$ cat src/rtl/my_cpu_pkg.sv
// Shared encodings for the multi-cycle RV32I control path: opcodes, Fun3 codes,
// immediate formats, ALU operations, mux selects and the control FSM state type.
package my_cpu_pkg;

    localparam int unsigned OPC_W    = 5;
    localparam int unsigned FUN3_W   = 3;
    localparam int unsigned IMMSEL_W = 3;
    localparam int unsigned ALU_W    = 4;

    typedef enum logic [2:0] {
        ST_BOOT   = 3'd0,
        ST_FETCH  = 3'd1,
        ST_DECODE = 3'd2,
        ST_EXEC   = 3'd3,
        ST_MEM    = 3'd4,
        ST_WB     = 3'd5,
        ST_TRAP   = 3'd6
    } mc_state_t;

    typedef enum logic [3:0] {
        CLS_NONE   = 4'd0,
        CLS_R      = 4'd1,
        CLS_I      = 4'd2,
        CLS_LOAD   = 4'd3,
        CLS_STORE  = 4'd4,
        CLS_BRANCH = 4'd5,
        CLS_JAL    = 4'd6,
        CLS_JALR   = 4'd7,
        CLS_LUI    = 4'd8,
        CLS_AUIPC  = 4'd9
    } inst_class_t;

    // inst[6:2] opcodes
    localparam logic [OPC_W-1:0] OPC_LOAD   = 5'b00000;
    localparam logic [OPC_W-1:0] OPC_OP_IMM = 5'b00100;
    localparam logic [OPC_W-1:0] OPC_AUIPC  = 5'b00101;
    localparam logic [OPC_W-1:0] OPC_STORE  = 5'b01000;
    localparam logic [OPC_W-1:0] OPC_OP     = 5'b01100;
    localparam logic [OPC_W-1:0] OPC_LUI    = 5'b01101;
    localparam logic [OPC_W-1:0] OPC_BRANCH = 5'b11000;
    localparam logic [OPC_W-1:0] OPC_JALR   = 5'b11001;
    localparam logic [OPC_W-1:0] OPC_JAL    = 5'b11011;

    localparam logic [FUN3_W-1:0] F3_ADD  = 3'b000;
    localparam logic [FUN3_W-1:0] F3_SLL  = 3'b001;
    localparam logic [FUN3_W-1:0] F3_SLT  = 3'b010;
    localparam logic [FUN3_W-1:0] F3_SLTU = 3'b011;
    localparam logic [FUN3_W-1:0] F3_XOR  = 3'b100;
    localparam logic [FUN3_W-1:0] F3_SR   = 3'b101;
    localparam logic [FUN3_W-1:0] F3_OR   = 3'b110;
    localparam logic [FUN3_W-1:0] F3_BEQ  = 3'b000;
    localparam logic [FUN3_W-1:0] F3_BNE  = 3'b001;
    localparam logic [FUN3_W-1:0] F3_BLT  = 3'b100;
    localparam logic [FUN3_W-1:0] F3_BGE  = 3'b101;
    localparam logic [FUN3_W-1:0] F3_BLTU = 3'b110;
    localparam logic [FUN3_W-1:0] F3_BGEU = 3'b111;

    localparam logic [FUN3_W-1:0] RWTYPE_WORD = 3'b010;

    localparam logic [IMMSEL_W-1:0] IMMGEN_R = 3'd0;
    localparam logic [IMMSEL_W-1:0] IMMGEN_I = 3'd1;
    localparam logic [IMMSEL_W-1:0] IMMGEN_S = 3'd2;
    localparam logic [IMMSEL_W-1:0] IMMGEN_B = 3'd3;
    localparam logic [IMMSEL_W-1:0] IMMGEN_U = 3'd4;
    localparam logic [IMMSEL_W-1:0] IMMGEN_J = 3'd5;

    localparam logic [ALU_W-1:0] ALU_ADD  = 4'd0;
    localparam logic [ALU_W-1:0] ALU_SUB  = 4'd1;
    localparam logic [ALU_W-1:0] ALU_SLL  = 4'd2;
    localparam logic [ALU_W-1:0] ALU_SLT  = 4'd3;
    localparam logic [ALU_W-1:0] ALU_SLTU = 4'd4;
    localparam logic [ALU_W-1:0] ALU_XOR  = 4'd5;
    localparam logic [ALU_W-1:0] ALU_SRL  = 4'd6;
    localparam logic [ALU_W-1:0] ALU_SRA  = 4'd7;
    localparam logic [ALU_W-1:0] ALU_OR   = 4'd8;
    localparam logic [ALU_W-1:0] ALU_AND  = 4'd9;
    localparam logic [ALU_W-1:0] ALU_EQ   = 4'd10;
    localparam logic [ALU_W-1:0] ALU_NE   = 4'd11;
    localparam logic [ALU_W-1:0] ALU_LT   = 4'd12;
    localparam logic [ALU_W-1:0] ALU_GE   = 4'd13;
    localparam logic [ALU_W-1:0] ALU_LTU  = 4'd14;
    localparam logic [ALU_W-1:0] ALU_GEU  = 4'd15;

    localparam logic [1:0] PCSRC_PC4 = 2'd0;
    localparam logic [1:0] PCSRC_IMM = 2'd1;
    localparam logic [1:0] PCSRC_ALU = 2'd2;

    localparam logic [1:0] ALUB_RS2  = 2'd0;
    localparam logic [1:0] ALUB_IMM  = 2'd1;
    localparam logic [1:0] ALUB_FOUR = 2'd2;

    localparam logic [1:0] WB_ALU = 2'd0;
    localparam logic [1:0] WB_MEM = 2'd1;
    localparam logic [1:0] WB_PC4 = 2'd2;
    localparam logic [1:0] WB_IMM = 3'd3;

    // Arithmetic op for OP / OP-IMM; Fun7 selects SUB only for register ops.
    function automatic logic [ALU_W-1:0] alu_arith(input logic [FUN3_W-1:0] f3,
                                                   input logic              f7,
                                                   input logic              is_reg);
        logic [ALU_W-1:0] op;
        case (f3)
            F3_ADD:  op = (is_reg && f7) ? ALU_SUB : ALU_ADD;
            F3_SLL:  op = ALU_SLL;
            F3_SLT:  op = ALU_SLT;
            F3_SLTU: op = ALU_SLTU;
            F3_XOR:  op = ALU_XOR;
            F3_SR:   op = f7 ? ALU_SRA : ALU_SRL;
            F3_OR:   op = ALU_OR;
            default: op = ALU_AND;
        endcase
        return op;
    endfunction

endpackage

$ cat src/rtl/my_cpu_inst_decode.sv
// Combinational instruction classifier: class, immediate format, ALU op and legality.
module my_cpu_inst_decode
    import my_cpu_pkg::*;
(
    input  logic [1:0]          inst_low,
    input  logic [OPC_W-1:0]    opcode,
    input  logic [FUN3_W-1:0]   fun3,
    input  logic                fun7,
    output inst_class_t         cls_c,
    output logic [IMMSEL_W-1:0] imm_sel_c,
    output logic [ALU_W-1:0]    alu_ctrl_c,
    output logic                legal_c
);

    logic known_c;

    always_comb begin
        cls_c      = CLS_NONE;
        imm_sel_c  = IMMGEN_R;
        alu_ctrl_c = ALU_ADD;
        known_c    = 1'b1;
        case (opcode)
            OPC_OP: begin
                cls_c      = CLS_R;
                alu_ctrl_c = alu_arith(fun3, fun7, 1'b1);
            end
            OPC_OP_IMM: begin
                cls_c      = CLS_I;
                imm_sel_c  = IMMGEN_I;
                alu_ctrl_c = alu_arith(fun3, fun7, 1'b0);
            end
            OPC_LOAD: begin
                cls_c     = CLS_LOAD;
                imm_sel_c = IMMGEN_I;
            end
            OPC_STORE: begin
                cls_c     = CLS_STORE;
                imm_sel_c = IMMGEN_S;
            end
            OPC_BRANCH: begin
                cls_c     = CLS_BRANCH;
                imm_sel_c = IMMGEN_B;
                case (fun3)
                    F3_BEQ:  alu_ctrl_c = ALU_EQ;
                    F3_BNE:  alu_ctrl_c = ALU_NE;
                    F3_BLT:  alu_ctrl_c = ALU_LT;
                    F3_BGE:  alu_ctrl_c = ALU_GE;
                    F3_BLTU: alu_ctrl_c = ALU_LTU;
                    F3_BGEU: alu_ctrl_c = ALU_GEU;
                    default: known_c    = 1'b0;
                endcase
            end
            OPC_JAL: begin
                cls_c     = CLS_JAL;
                imm_sel_c = IMMGEN_J;
            end
            OPC_JALR: begin
                cls_c     = CLS_JALR;
                imm_sel_c = IMMGEN_I;
            end
            OPC_LUI: begin
                cls_c     = CLS_LUI;
                imm_sel_c = IMMGEN_U;
            end
            OPC_AUIPC: begin
                cls_c     = CLS_AUIPC;
                imm_sel_c = IMMGEN_U;
            end
            default: known_c = 1'b0;
        endcase
    end

    assign legal_c = known_c && (inst_low == 2'b11);

endmodule

$ cat src/rtl/my_cpu_mc_control.sv
// Multi-cycle RV32I control FSM: BOOT/FETCH/DECODE/EXEC/MEM/WB/TRAP with a
// ready-handshaked shared memory, bounded wait states and sticky trap causes.
module my_cpu_mc_control
    import my_cpu_pkg::*;
#(
    parameter int unsigned TIMEOUT_CYCLES = 15,
    parameter int unsigned TIMEOUT_W      = 4,
    parameter bit          TRAP_EN        = 1'b1
) (
    input  logic                clk,
    input  logic                rst_n,
    input  logic [1:0]          inst_low,
    input  logic [OPC_W-1:0]    OPcode,
    input  logic [FUN3_W-1:0]   Fun3,
    input  logic                Fun7,
    input  logic                alu_cmp,
    input  logic                mem_ready,
    output logic                mem_req,
    output logic                MemRW,
    output logic [FUN3_W-1:0]   RWType,
    output logic                IRWrite,
    output logic                PCWrite,
    output logic [1:0]          PCSrc,
    output logic                ALUSrc_A,
    output logic [1:0]          ALUSrc_B,
    output logic [IMMSEL_W-1:0] ImmSel,
    output logic [ALU_W-1:0]    ALU_Control,
    output logic [1:0]          MemtoReg,
    output logic                RegWrite,
    output logic                illegal_inst,
    output logic                mem_timeout,
    output logic [2:0]          state
);

    localparam bit                   TIMEOUT_EN = (TIMEOUT_CYCLES != 0);
    localparam logic [TIMEOUT_W-1:0] WAIT_LAST  = TIMEOUT_W'(TIMEOUT_CYCLES - 1);

    mc_state_t            state_q, state_d;
    logic [TIMEOUT_W-1:0] wait_cnt_q, wait_cnt_d;
    logic                 illegal_q, illegal_d;
    logic                 timeout_q, timeout_d;

    inst_class_t          cls_c;
    logic [IMMSEL_W-1:0]  imm_sel_c;
    logic [ALU_W-1:0]     alu_ctrl_c;
    logic                 legal_c;
    logic                 wait_expired_c;

    my_cpu_inst_decode u_decode (
        .inst_low   (inst_low),
        .opcode     (OPcode),
        .fun3       (Fun3),
        .fun7       (Fun7),
        .cls_c      (cls_c),
        .imm_sel_c  (imm_sel_c),
        .alu_ctrl_c (alu_ctrl_c),
        .legal_c    (legal_c)
    );

    // The cycle that would be wait number TIMEOUT_CYCLES traps unless ready arrives.
    assign wait_expired_c = TIMEOUT_EN && (wait_cnt_q == WAIT_LAST);

    always_comb begin
        state_d     = state_q;
        wait_cnt_d  = '0;
        illegal_d   = illegal_q;
        timeout_d   = timeout_q;
        mem_req     = 1'b0;
        MemRW       = 1'b0;
        RWType      = '0;
        IRWrite     = 1'b0;
        PCWrite     = 1'b0;
        PCSrc       = PCSRC_PC4;
        ALUSrc_A    = 1'b0;
        ALUSrc_B    = ALUB_RS2;
        ImmSel      = IMMGEN_R;
        ALU_Control = ALU_ADD;
        MemtoReg    = WB_ALU;
        RegWrite    = 1'b0;

        case (state_q)
            ST_BOOT: state_d = ST_FETCH;

            ST_FETCH: begin
                mem_req = 1'b1;
                RWType  = RWTYPE_WORD;
                if (mem_ready) begin
                    IRWrite = 1'b1;
                    state_d = ST_DECODE;
                end else if (wait_expired_c) begin
                    timeout_d = 1'b1;
                    state_d   = ST_TRAP;
                end else begin
                    wait_cnt_d = wait_cnt_q + TIMEOUT_W'(1);
                end
            end

            ST_DECODE: begin
                if (legal_c) begin
                    state_d = ST_EXEC;
                end else if (TRAP_EN) begin
                    illegal_d = 1'b1;
                    state_d   = ST_TRAP;
                end else begin
                    PCWrite = 1'b1;
                    PCSrc   = PCSRC_PC4;
                    state_d = ST_FETCH;
                end
            end

            ST_EXEC: begin
                ImmSel  = imm_sel_c;
                state_d = ST_WB;
                case (cls_c)
                    CLS_R: ALU_Control = alu_ctrl_c;
                    CLS_I: begin
                        ALUSrc_B    = ALUB_IMM;
                        ALU_Control = alu_ctrl_c;
                    end
                    CLS_LOAD, CLS_STORE: begin
                        ALUSrc_B    = ALUB_IMM;
                        ALU_Control = alu_ctrl_c;
                        state_d     = ST_MEM;
                    end
                    CLS_AUIPC: begin
                        ALUSrc_A    = 1'b1;
                        ALUSrc_B    = ALUB_IMM;
                        ALU_Control = ALU_ADD;
                    end
                    CLS_BRANCH: begin
                        ALU_Control = alu_ctrl_c;
                        PCWrite     = 1'b1;
                        PCSrc       = alu_cmp ? PCSRC_IMM : PCSRC_PC4;
                        state_d     = ST_FETCH;
                    end
                    CLS_JAL: begin
                        RegWrite = 1'b1;
                        MemtoReg = WB_PC4;
                        PCWrite  = 1'b1;
                        PCSrc    = PCSRC_IMM;
                        state_d  = ST_FETCH;
                    end
                    CLS_JALR: begin
                        ALUSrc_B    = ALUB_IMM;
                        ALU_Control = ALU_ADD;
                        RegWrite    = 1'b1;
                        MemtoReg    = WB_PC4;
                        PCWrite     = 1'b1;
                        PCSrc       = PCSRC_ALU;
                        state_d     = ST_FETCH;
                    end
                    default: ;
                endcase
            end

            // Address operands stay selected so the ALU output is stable for the access.
            ST_MEM: begin
                mem_req     = 1'b1;
                MemRW       = (cls_c == CLS_STORE);
                RWType      = Fun3;
                ALUSrc_B    = ALUB_IMM;
                ImmSel      = imm_sel_c;
                ALU_Control = alu_ctrl_c;
                if (mem_ready) begin
                    if (cls_c == CLS_STORE) begin
                        PCWrite = 1'b1;
                        PCSrc   = PCSRC_PC4;
                        state_d = ST_FETCH;
                    end else begin
                        state_d = ST_WB;
                    end
                end else if (wait_expired_c) begin
                    timeout_d = 1'b1;
                    state_d   = ST_TRAP;
                end else begin
                    wait_cnt_d = wait_cnt_q + TIMEOUT_W'(1);
                end
            end

            ST_WB: begin
                RegWrite = 1'b1;
                PCWrite  = 1'b1;
                PCSrc    = PCSRC_PC4;
                if (cls_c == CLS_LOAD) begin
                    MemtoReg = WB_MEM;
                end else if (cls_c == CLS_LUI) begin
                    MemtoReg = WB_IMM;
                end
                state_d = ST_FETCH;
            end

            ST_TRAP: state_d = ST_TRAP;

            default: state_d = ST_BOOT;
        endcase
    end

    always_ff @(posedge clk or negedge rst_n) begin
        if (!rst_n) begin
            state_q    <= ST_BOOT;
            wait_cnt_q <= '0;
            illegal_q  <= 1'b0;
            timeout_q  <= 1'b0;
        end else begin
            state_q    <= state_d;
            wait_cnt_q <= wait_cnt_d;
            illegal_q  <= illegal_d;
            timeout_q  <= timeout_d;
        end
    end

    assign illegal_inst = illegal_q;
    assign mem_timeout  = timeout_q;
    assign state        = state_q;

endmodule

$ cat config.mk
export PLATFORM = sky130hd
export DESIGN_NAME = my_cpu_mc_control
export DESIGN_NICKNAME = d
export VERILOG_FILES = /design/src/rtl/my_cpu_pkg.sv /design/src/rtl/my_cpu_inst_decode.sv /design/src/rtl/my_cpu_mc_control.sv
export SDC_FILE = /design/constraint.sdc
export NUM_CORES = 1
export LEC_CHECK = 0
export ABC_AREA = 1
export BUFFER_PORTS_ARGS = -buffer_cell sky130_fd_sc_hd__buf_2
export CAP_MARGIN = 20
export CORE_MARGIN = 2
export CORE_UTILIZATION = 35
export DETAILED_ROUTE_END_ITERATION = 7
export HOLD_SLACK_MARGIN = 0.15
export SYNTH_ARGS = -nofsm -noshare
export SYNTH_HDL_FRONTEND = slang
export SYNTH_SLANG_ARGS = --single-unit
$ cat constraint.sdc
create_clock -name clk -period 1.5 [get_ports clk]
set_clock_uncertainty 0.1 [all_clocks]
set_input_delay 0.3 -clock clk [delete_from_list [all_inputs] [get_ports clk]]
set_output_delay 0.3 -clock clk [all_outputs]
set_load 0.02 [all_outputs]
* Word level (Yosys, flattened, before mapping)
Index checks and enable logic that the tools add are counted.
** Cells by class
- Reductions and logical operators :: 18
- Bitwise gates (word level) :: 2
- Mux-type cells :: 45
- Equality and inequality tests :: 32
- Add/subtract/negate cells :: 1
** Operators by type and width (count)
- case mux 4 bit (7 select lines) :: 2
- case mux 4 bit (9 select lines) :: 1
- case mux 4 bit (6 select lines) :: 1
- == test 3 bit, second input constant :: 7
- 2-to-1 mux 3 bit :: 6
- case mux 3 bit (6 select lines) :: 1
- == test 4 x 3 -> 1 bit, second input constant :: 4
- 2-to-1 mux 4 bit :: 4
- == test 5 x 4 -> 1 bit, second input constant :: 3
- == test 5 bit, second input constant :: 3
- 2-to-1 mux 1 bit :: 15
- case mux 3 bit (5 select lines) :: 1
- == test 3 x 2 -> 1 bit, second input constant :: 4
- == test 4 bit, second input constant :: 3
- case mux 3 bit (2 select lines) :: 2
- case mux 4 bit (3 select lines) :: 1
- OR reduction 2 bit :: 6
- == test 5 x 3 -> 1 bit, second input constant :: 2
- OR reduction 5 bit :: 2
- == test 4 x 2 -> 1 bit, second input constant :: 2
- 2-to-1 mux 2 bit :: 4
- case mux 4 bit (2 select lines) :: 1
- OR reduction 8 bit :: 1
- == test 3 x 1 -> 1 bit, second input constant :: 2
- 15 further kinds :: 20
** Word-level totals
- Input port bits :: 15
- Word-level logic and storage cells :: 102
- Flip-flop bits (word level) :: 9

* Depth between registers and ports, before layout
- Depth after elaboration :: 7
- Gate-level depth with buffers :: 9
- Gate-level depth less buffers :: 9

* Modules after synthesis
From an unflattened synthesis, not the netlist that was laid out.
** Second synthesis, totals
- Cells, all modules :: 183
- Area, all modules :: 1043.5 µm²
** By module, submodules not included
- my_cpu_mc_control :: cells each 126, instances 1, area an instance 757.0 µm²
- my_cpu_inst_decode :: cells each 57, instances 1, area an instance 286.5 µm²

* Worst setup path after synthesis
OpenSTA, ideal clock, no wires.
- Path kind :: reg2out
- Start point :: reg state_q[2] (netlist: state[2])
- End point :: out ALUSrc_B[0]
- Arrival :: 1413 ps
- Slack :: -313 ps
- Stages on the path, launching flop included :: 7
- Buffers on the path :: 1
- Cell sequence :: dfrtp_1 > buf_2 > nor3_4 > inv_2 > nand2_2 > inv_2 > a21oi_1
** Between the ends
- Word-level cells in the longest chain between the ends :: 2
- Elaborated cells on any way between the ends :: 3
- Classes of those cells :: 2 x eq/ne; 1 x mux
** Ends and longest elaborated chain
- start, declared :: line my_cpu_mc_control.sv:38 : mc_state_t state_q, state_d;
- start signal, assigned :: line my_cpu_mc_control.sv:205 : state_q <= state_d;
- == test 3 bit or == test 3 x 2 -> 1 bit (tied branches) :: line my_cpu_mc_control.sv:81 : case (state_q)
- case mux 1 bit (2 select lines) * :: line my_cpu_mc_control.sv:81
- end, declared :: line my_cpu_mc_control.sv:25 : output logic [1:0] ALUSrc_B,
Every way passes the cells marked *; elsewhere a longest branch is shown, timed or not.

* Final worst setup path
- Start point :: reg state_q[1] (netlist: state[1])
- End point :: out ALU_Control[0]
** Between the ends
- Word-level cells in the longest chain between the ends :: 2
- Elaborated cells on any way between the ends :: 3
- Classes of those cells :: 2 x eq/ne; 1 x mux
** Ends and longest elaborated chain
- == test 3 bit or == test 3 x 2 -> 1 bit (tied branches) :: line my_cpu_mc_control.sv:81
- case mux 4 bit (2 select lines) * :: line my_cpu_mc_control.sv:81
- end, declared :: line my_cpu_mc_control.sv:27 : output logic [ALU_W-1:0] ALU_Control,
Marks and branches as above.

==> results.toml <==
[floorplanning]
io-pin-count = 42
die_y_um = 58.8
core_area_um2 = 2810
start_util_pct = 37.5
die_x_um = 58.8
rows = 19
dieArea_um2 = 3460

[global_routing]
grt_pass1_wl_mm = 5.58
grt_max_degree = 10
antenna_found_initial = 0
grt_pass1_vias = 1312
grt.total_usage_pct = 20.7
grt_overflow_total = 0

[cells_and_area]
fin_nets = 275
nFillCells = 247
final_area_um2 = 2010
layout-drive-gt1-share_pct = 58.8
finish.utilization_pct = 71.7
diodes = 0
area_growth_pct = 91.1

[status]
status = "finished, violations left"
violations = "DRC, setup timing"

[placement]
numPortBuffers = 40
postPlaceCellArea_um2 = 1650
hpwl_mm = 2.69
gp_congestion = 0.872

[timing]
rsz0062_at_grt = "true"
tns_ns = -7.22
finalSetupViolCount = 22
timing.final.ws_setup_ns = -0.409
period_share_pct = 127
whs_ns = 0.313
drv_slew = 0
final_hold_viol_count = 0
period_needed_ns = 1.91
fmax_mhz = 524

[power_and_ir_drop]
leakage_nw = 1.03
cellPowerDensity_nw_per_um2 = 1140
max-vdd-ir-drop_mv = 0.900

[worst_setup_path]
startpoint_type = "register"
cp.arrival_ns = 1.51
r2r_setup_slack_ns = 0
worstSetupPathType = "reg -> out"
endpoint_kind = "output port"
worstRegToRegCells = 8
required_ns = 1.10
max_stage_delay_ns = 0.43
crit_slowest_cell = "dfrtp_2"
cp_num_buf_inv = 2
reg2reg_to = "wait_cnt_q[2]"
startpoint = "state[1]"
path_cells = "nor2_4 > nand2_4 > inv_2 > a21oi_2 > nand2_2 > nand2_8 > a21oi_4 > buf_6"
worstReg2RegStart = "state[1]"
cp_max_fo = 5
critPathTopFamily = "simple AND/OR/NAND/NOR gates"

[synthesis]
synth-seq-cells = 9
postSynthCellCount = 171
synth_nets = 188
ys_types = 30
yosysSeqAreaShare_pct = 21.4
synth_area_per_cell_um2 = 6.15
ys_warn_count = 0
syn_area_um2 = 1050

[drt]
drt-total-wl_mm = 3.47
drc = 2
postRouteAntennaNets = 0
drtIter0Drc = 31
drt-vias-per-instance = 4.90
avgRoutedWirePerCell_um = 12.0
routed-via-count = 1412
first_pass_iters = 6

[clock_tree]
cts_root_buffer = "clkbuf_4"
clock-sinks = 9
insertion_delay_ns = 0.26
cts_tree = "yes"
path_clk_slew_ns = 0.06
cts.path.max_buffers = 2
numCtsBuffers = 3
htreeDepth = 1

[hold_path]
hp-class = "in -> async"

[run]
maxCapViolations = 0
## what timing repair did
action | in CTS | in global routing
hold buffers | 1 | 0
buffers inserted | 4 | 3
pin swaps | 8 | 6
setup endpoints to repair | 21 | 25
cloned | 0 | 0
endpoints found under the hold margin | 9 | 0
gates resized for setup | 56 | 21
## metal layers
layer	up-vias	global-route usage, %	part of all wire, %
li1	712	-	-
met1	655	25.0	42
met2	45	37.1	53
met3	0	3.96	4.8
met4	0	5.84	0
met5	-	0	0
## worst register-to-register path, cell delays in order (launching register included)
cell,delay [ns]
dfrtp_2,0.43
nor2_4,0.15
nand2_4,0.10
buf_4,0.15
buf_6,0.13
nand2_4,0.07
buf_6,0.10
nand3_4,0.08
nor2_2,0.12
## Yosys cell counts
| library cell | instances | share of area (%) |
|---|---|---|
| a21oi_1 | 7 | 3.3 |
| a21oi_2 | 4 | 3.3 |
| a31oi_1 | 1 | 0.59 |
| buf_2 | 2 | 0.95 |
| buf_4 | 1 | 0.71 |
| clkinv_1 | 1 | 0.36 |
| conb_1 | 1 | 0.36 |
| dfrtp_1 | 9 | 21 |
| ha_1 | 2 | 2.4 |
| inv_1 | 18 | 6.4 |
| inv_2 | 12 | 4.3 |
| nand2_1 | 34 | 12 |
| nand2_2 | 7 | 4.2 |
| nand2_4 | 1 | 1.1 |
| nand3_1 | 14 | 6.7 |
| nand3_2 | 4 | 3.8 |
| nand4_1 | 6 | 3.6 |
| nor2_1 | 27 | 9.6 |
| nor2_2 | 5 | 3.0 |
| nor2_4 | 1 | 1.1 |
| nor2_8 | 1 | 1.9 |
| nor3_1 | 1 | 0.48 |
| nor3_4 | 1 | 1.5 |
| nor4_1 | 1 | 0.59 |
| o2111ai_1 | 1 | 0.83 |
| o211ai_1 | 2 | 1.4 |
| o21ai_0 | 4 | 1.9 |
| o21ai_1 | 1 | 0.48 |
| xnor2_1 | 1 | 0.83 |
| xor2_1 | 1 | 0.83 |
## through the flow
stage / std cells / setup slack, ns / total power (W)
CTS: 285 / -0.419 / 0.00212
global placement: 276 / -0.255 / 0.00158
finish: 288 / -0.409 / 0.00229
floorplan: 171 / -0.110 / 0.00114
global route: 288 / -0.476 / 0.00244
detailed placement: 276 / -0.262 / 0.00160
## area by class of cell
class                           count  area, um^2  share of cell area, %
Multi-Input combinational cell    128         923                   45.9
Clock buffer                        4        26.3                   1.31
Inverter                           31         121                   6.04
Sequential cell                     9         229                   11.4
Tap cell                           31        38.8                   1.93
Timing Repair Buffer               85         672                   33.4
## power breakdown
part,switching [W],internal (W),total [W],leakage (nW)
combinational,0.000952,0.000760,0.00171,0.913
sequential,0.0000790,0.000303,0.000382,0.106
clock,0.0000904,0.000103,0.000193,0.0150
## how the worst max path moves through the flow
stage / end / cells past startpoint
after floorplan: ALU_Control[0] / 7
after global placement: ALU_Control[0] / 9
after detailed placement: ALU_Control[0] / 9
after CTS: ALU_Control[3] / 7
after global routing: ALU_Control[0] / 8
final: ALU_Control[0] / 8
## layout by cell type (no fill, tap or decap), drive strengths merged
master	count
xnor2	1
o211ai	2
o21ai	5
nand4	6
buf	84
clkbuf	4
inv	30
nand3	18
conb	1
nor3	2
clkinv	1
o2111ai	1
nand2	42
nor2	34
xor2	1
dlygate4sd3	1
a31oi	1
a21oi	11
ha	2
dfrtp	9
nor4	1
## flip-flops by register name (all words and copies together), names as in the netlist
| signal | count |
|---|---|
| state | 3 |
| mem_timeout | 1 |
| wait_cnt_q | 4 |
| illegal_inst | 1 |
## kinds of logic after synthesis
kind of cell	synth area share, %
compound gates	11.9
xor+xnor	1.66
fa+ha+maj	2.38
buf+inv	12.7
flops	21.4
other cells	0.356
simple gates	49.6
(Power assumes the default switching activity.)
